[src/rtl/spiker_writer.sv]
// Output-layer spike accumulator: counts output-neuron spikes over N_STEPS timesteps,
// then scans the counters one neuron per cycle to report the most active neuron.
module spiker_writer #(
    parameter int N_OUT   = 10,
    parameter int N_STEPS = 25,
    parameter int CNT_W   = 8
) (
    input  logic                       clk_i,
    input  logic                       rst_i,
    input  logic                       start_i,
    input  logic                       spikes_valid_i,
    input  logic [N_OUT-1:0]           spikes_i,
    input  logic                       clear_i,
    output logic                       sample_o,
    output logic [N_OUT*CNT_W-1:0]     counts_o,
    output logic [$clog2(N_OUT)-1:0]   winner_o,
    output logic                       busy_o,
    output logic                       done_o,
    output logic                       irq_o,
    output logic                       overrun_o
);

    localparam int IDX_W  = $clog2(N_OUT);
    localparam int STEP_W = $clog2(N_STEPS + 1);

    localparam logic [1:0] S_IDLE   = 2'd0;
    localparam logic [1:0] S_ACCUM  = 2'd1;
    localparam logic [1:0] S_ARGMAX = 2'd2;
    localparam logic [1:0] S_DONE   = 2'd3;

    logic [1:0]        state_q, state_d;
    logic [CNT_W-1:0]  cnt_q [N_OUT];
    logic [CNT_W-1:0]  cnt_d [N_OUT];
    logic [STEP_W-1:0] step_q, step_d;
    logic [IDX_W-1:0]  scan_q, scan_d;
    logic [IDX_W-1:0]  best_idx_q, best_idx_d;
    logic [CNT_W-1:0]  best_val_q, best_val_d;
    logic [IDX_W-1:0]  winner_q, winner_d;
    logic              sample_q, sample_d;
    logic              busy_q, busy_d;
    logic              done_q, done_d;
    logic              irq_q, irq_d;
    logic              overrun_q, overrun_d;
    logic              launch_s;
    logic              in_busy_s;
    logic              better_s;
    logic [CNT_W-1:0]  scan_val_s;

    function automatic logic [CNT_W-1:0] sat_inc(input logic [CNT_W-1:0] v, input logic en);
        if (en && (v != {CNT_W{1'b1}})) begin
            return v + CNT_W'(1);
        end else begin
            return v;
        end
    endfunction

    assign in_busy_s = (state_q == S_ACCUM) || (state_q == S_ARGMAX);
    assign launch_s  = start_i && ((state_q == S_IDLE) || (state_q == S_DONE));

    // Next-state logic: a launch from IDLE/DONE overrides everything else.
    always_comb begin
        state_d    = state_q;
        cnt_d      = cnt_q;
        step_d     = step_q;
        scan_d     = scan_q;
        best_idx_d = best_idx_q;
        best_val_d = best_val_q;
        winner_d   = winner_q;
        done_d     = done_q;
        sample_d   = 1'b0;
        irq_d      = 1'b0;
        scan_val_s = cnt_q[scan_q];
        better_s   = (scan_q == IDX_W'(0)) || (scan_val_s > best_val_q);

        if (clear_i) begin
            overrun_d = 1'b0;
        end else if (start_i && in_busy_s) begin
            overrun_d = 1'b1;
        end else begin
            overrun_d = overrun_q;
        end

        if (launch_s) begin
            state_d  = S_ACCUM;
            step_d   = STEP_W'(0);
            scan_d   = IDX_W'(0);
            winner_d = IDX_W'(0);
            done_d   = 1'b0;
            for (int i = 0; i < N_OUT; i++) begin
                cnt_d[i] = CNT_W'(0);
            end
        end else begin
            case (state_q)
                S_IDLE: begin
                    state_d = S_IDLE;
                end
                S_ACCUM: begin
                    if (spikes_valid_i) begin
                        for (int i = 0; i < N_OUT; i++) begin
                            cnt_d[i] = sat_inc(cnt_q[i], spikes_i[i]);
                        end
                        if (step_q == STEP_W'(N_STEPS - 1)) begin
                            state_d = S_ARGMAX;
                            scan_d  = IDX_W'(0);
                        end else begin
                            step_d   = step_q + STEP_W'(1);
                            sample_d = 1'b1;
                        end
                    end else begin
                        state_d = S_ACCUM;
                    end
                end
                S_ARGMAX: begin
                    // Strictly-greater update keeps ties on the lowest index.
                    if (better_s) begin
                        best_idx_d = scan_q;
                        best_val_d = scan_val_s;
                    end else begin
                        best_idx_d = best_idx_q;
                    end
                    if (scan_q == IDX_W'(N_OUT - 1)) begin
                        state_d  = S_DONE;
                        winner_d = better_s ? scan_q : best_idx_q;
                        done_d   = 1'b1;
                        irq_d    = 1'b1;
                        scan_d   = IDX_W'(0);
                    end else begin
                        scan_d = scan_q + IDX_W'(1);
                    end
                end
                S_DONE: begin
                    if (clear_i) begin
                        state_d = S_IDLE;
                        done_d  = 1'b0;
                    end else begin
                        state_d = S_DONE;
                    end
                end
                default: begin
                    state_d = S_IDLE;
                    done_d  = 1'b0;
                end
            endcase
        end

        busy_d = (state_d == S_ACCUM) || (state_d == S_ARGMAX);
    end

    // State and output registers with synchronous reset.
    always_ff @(posedge clk_i) begin
        if (rst_i) begin
            state_q    <= S_IDLE;
            step_q     <= STEP_W'(0);
            scan_q     <= IDX_W'(0);
            best_idx_q <= IDX_W'(0);
            best_val_q <= CNT_W'(0);
            winner_q   <= IDX_W'(0);
            sample_q   <= 1'b0;
            busy_q     <= 1'b0;
            done_q     <= 1'b0;
            irq_q      <= 1'b0;
            overrun_q  <= 1'b0;
            for (int i = 0; i < N_OUT; i++) begin
                cnt_q[i] <= CNT_W'(0);
            end
        end else begin
            state_q    <= state_d;
            step_q     <= step_d;
            scan_q     <= scan_d;
            best_idx_q <= best_idx_d;
            best_val_q <= best_val_d;
            winner_q   <= winner_d;
            sample_q   <= sample_d;
            busy_q     <= busy_d;
            done_q     <= done_d;
            irq_q      <= irq_d;
            overrun_q  <= overrun_d;
            for (int i = 0; i < N_OUT; i++) begin
                cnt_q[i] <= cnt_d[i];
            end
        end
    end

    // Pack the counter registers onto the flat output bus.
    always_comb begin
        counts_o = '0;
        for (int i = 0; i < N_OUT; i++) begin
            counts_o[i*CNT_W +: CNT_W] = cnt_q[i];
        end
    end

    assign sample_o  = sample_q;
    assign winner_o  = winner_q;
    assign busy_o    = busy_q;
    assign done_o    = done_q;
    assign irq_o     = irq_q;
    assign overrun_o = overrun_q;

endmodule
[config.mk]
export PLATFORM = sky130hd
export DESIGN_NAME = spiker_writer
export DESIGN_NICKNAME = d
export VERILOG_FILES = /design/src/rtl/spiker_writer.sv
export SDC_FILE = /design/constraint.sdc
export NUM_CORES = 1
export LEC_CHECK = 0
export CORE_MARGIN = 2
export CORE_UTILIZATION = 54
export DETAILED_ROUTE_END_ITERATION = 10
export HOLD_SLACK_MARGIN = 0.12
export PLACE_DENSITY = 0.79
export SYNTH_ARGS = -nofsm -noshare
export SYNTH_HDL_FRONTEND = slang
export SYNTH_SLANG_ARGS = --single-unit
[constraint.sdc]
create_clock -name clk_i -period 4 [get_ports clk_i]
set_clock_uncertainty 0.15 [all_clocks]
set_input_delay 0.8 -clock clk_i [delete_from_list [all_inputs] [get_ports clk_i]]
set_output_delay 0.8 -clock clk_i [all_outputs]
set_load 0.02 [all_outputs]
==> flow_summary.json <==
{
  "cts_setup_buffers": 0,
  "cpMaxStageDelayCell": "dfxtp_1",
  "die_x_um": 110.0,
  "p_leak_nw": 2.341,
  "cts_tree": "done",
  "gp_congestion": 0.9007,
  "yosys.area.top_type": "dfxtp_1",
  "grt_overflow": 0,
  "place.port_buffers": 103,
  "layout.cells.non_filler": 944,
  "grt_start_max_net_pins": 60,
  "boundaryPins": 104,
  "holdWs_ps": 319.1,
  "finalNetCount": 843,
  "dr.pass1.iters": 5,
  "wire_per_inst_um": 16.74,
  "antenna_cells": 0,
  "cts_sinks": 112,
  "yosysSeqAreaShare_pct": 36.93,
  "clock_tree.buffer_depth": 2,
  "met1_length_um": 7421,
  "grt_pass1_vias": 5061,
  "slew-limit-headroom_pct": 46.64,
  "syn_area_sq_um": 6071,
  "end_kind": "register",
  "power_density_nw_per_um2": 244.2,
  "most-common-layout-cells": "dfxtp_1 (111), clkdlybuf4s50_1 (103), nor2_1 (97)",
  "ys_async_sr_fraction_pct": 0,
  "grt_use_total_pct": 27.21,
  "dp.cells": 929,
  "synth_enable_flop_cells": 0,
  "routed.top_layer": "met4",
  "min_period_over_period_pct": 83.88,
  "clock_tree.root_cell": "clkbuf_8",
  "final_common_cell": "dfxtp_1",
  "crit_family": "compound AO/OA/AOI/OAI gates",
  "syn-num-nets": 752,
  "syn2layout_area_growth_pct": 21.56,
  "fin_util_pct": 67.78,
  "drive_gt1_share_pct": 4.478,
  "path_class": "reg2reg",
  "crit_path_max_fanout": 15,
  "synth_area_leaders": "dfxtp_1 (37%), mux2i_1 (10%), xnor2_1 (6.1%)",
  "antenna_found_initial": 0,
  "wl_met2_um": 7327,
  "maxSlewViolCount": 0,
  "final-setup-viol-count": 0,
  "ant_nets": 0,
  "num_vias": 5450,
  "htree_num_levels": 3,
  "grt_pass1_wl_um": 25430,
  "ctsHoldBuffers": 0,
  "drv_cap": 0,
  "power_w": 0.001802,
  "viasPerCell": 5.773,
  "rsz0062_at_grt": "false",
  "slowest_delay_ps": 690,
  "ctsResizeCount": 0,
  "critPathLaunchType": "register",
  "arrival_ps": 3490,
  "max_freq_mhz": 298.1,
  "vdd_drop_max_mv": 0.2358,
  "core_area_sq_um": 10890,
  "insertion_delay_ps": 390,
  "fp.dieArea_sq_um": 12110,
  "dp_hpwl_um": 11730,
  "yosysWarningCount": 0,
  "cts.clk_slew.worst_paths_ps": 100,
  "crit_chain": "or3b_1 > nor2_1 > a21oi_1 > ha_1 > nor2b_1 > o211ai_1 > a21o_2 > a211oi_4 > mux2_4",
  "hp-class": "reg2reg",
  "fin_crit_ps": 3355,
  "worst_slew_pin_slew_ps": 800.4,
  "numCtsBuffers": 9,
  "crit_required_ps": 4140,
  "final-hold-violation-count": 0,
  "cp_num_buf_inv": 0,
  "syn-instance-count": 709,
  "drt_wl_total_um": 15800,
  "syn_avg_cell_area_sq_um": 8.563,
  "yosys.area.top_type_share_pct": 36.93,
  "status": "finished clean",
  "ys_ff_latch": 112,
  "start_util_pct": 55.76,
  "route.met3.wl_um": 773,
  "ys.flop_type": "dfxtp_1",
  "drt_iter0_drc": 397,
  "rows": 38,
  "fp.dieH_um": 110.0,
  "synth_cell_types": 51,
  "drc": 0,
  "timing.setup.tns_ps": 0
}
registers in the layout (all words and copies together) (netlist names):
register	count
counts_o	80
best_val_q	8
step_q	5
best_idx_q	4
scan_q	4
winner_o	4
state_q	2
busy_o	1
done_o	1
irq_o	1
overrun_o	1
sample_o	1
report_power, final:
| group | internal [W] | switching, W | leakage, nW |
|---|---|---|---|
| logic | 0.0000330 | 0.0000563 | 1.37 |
| registers | 0.00112 | 0.00000472 | 0.903 |
| clock network | 0.000223 | 0.000367 | 0.0725 |
worst register-to-register path, stage by stage, from the launching register on:
cell and delay, ps:
dfxtp_1 690, or3b_1 600, nor2_1 180, a21oi_1 80
ha_1 210, nor2b_1 100, o211ai_1 90, a21o_2 270
a211oi_4 550, mux2_4 340
per-stage QoR:
step	setup slack, ps	area (sq um)
floorplan	928.6	6071
global placement	764.0	7224
detailed placement	674.2	7224
CTS	664.1	7380
global route	346.5	7380
finish	644.9	7380
cells by family (layout without fill, tap and decap cells):
kind of cell	Yosys count	after routing	share of synthesized area (%)
AOI/OAI and AO/OA	94	94	11.15
and+or+nand+nor	289	289	22.59
adders and majority gates	28	28	5.771
DFF	112	112	36.93
xor gates and xnor gates	63	63	9.089
muxes	63	63	10.47
buffers and inverters	60	155	3.998
final timing paths:
| path | start | cells past startpoint | end | slack, ps |
|---|---|---|---|---|
| max | scan_q[3] | 9 | best_val_q[0] | 640 |
| min | best_val_q[5] | 2 | best_val_q[5] | 320 |
| max reg2reg | scan_q[3] | 9 | best_val_q[0] | 640 |
| min reg2reg | best_val_q[5] | 2 | best_val_q[5] | 320 |
Yosys cell counts, drive strengths merged (2+ instances only):
master,instances
and2,4
clkbuf,17
inv,31
nor3,42
nand2,50
and3,6
nand3,42
o211ai,8
a211oi,3
dfxtp,112
a2111oi,3
a41oi,9
xor2,21
a22oi,8
o21ai,21
buf,12
a221o,2
nor2b,6
xnor2,42
nor2,97
mux2i,62
nand2b,2
nand4,15
or3,11
nand4b,3
ha,28
a21oi,34
nand3b,4
nor3b,2
and4,2
metal layers:
| metal | track usage (%) | vias to the layer above |
|---|---|---|
| met2 | 43.08 | 157 |
| met4 | 9.132 | 0 |
| met1 | 37.21 | 2603 |
| met3 | 5.232 | 22 |
| met5 | 0 | - |
| li1 | - | 2668 |
area by class of cell:
class	instances	area [sq um]
multi-input combinational	537	3588
fill	888	3508
sequential	112	2243
timing repair buffer	109	1101
tap	140	175.2
clock buffer	12	135.1
inverter	31	116.4
clock inverter	3	20.02
Note: power is estimated with default switching activity, not from simulation.
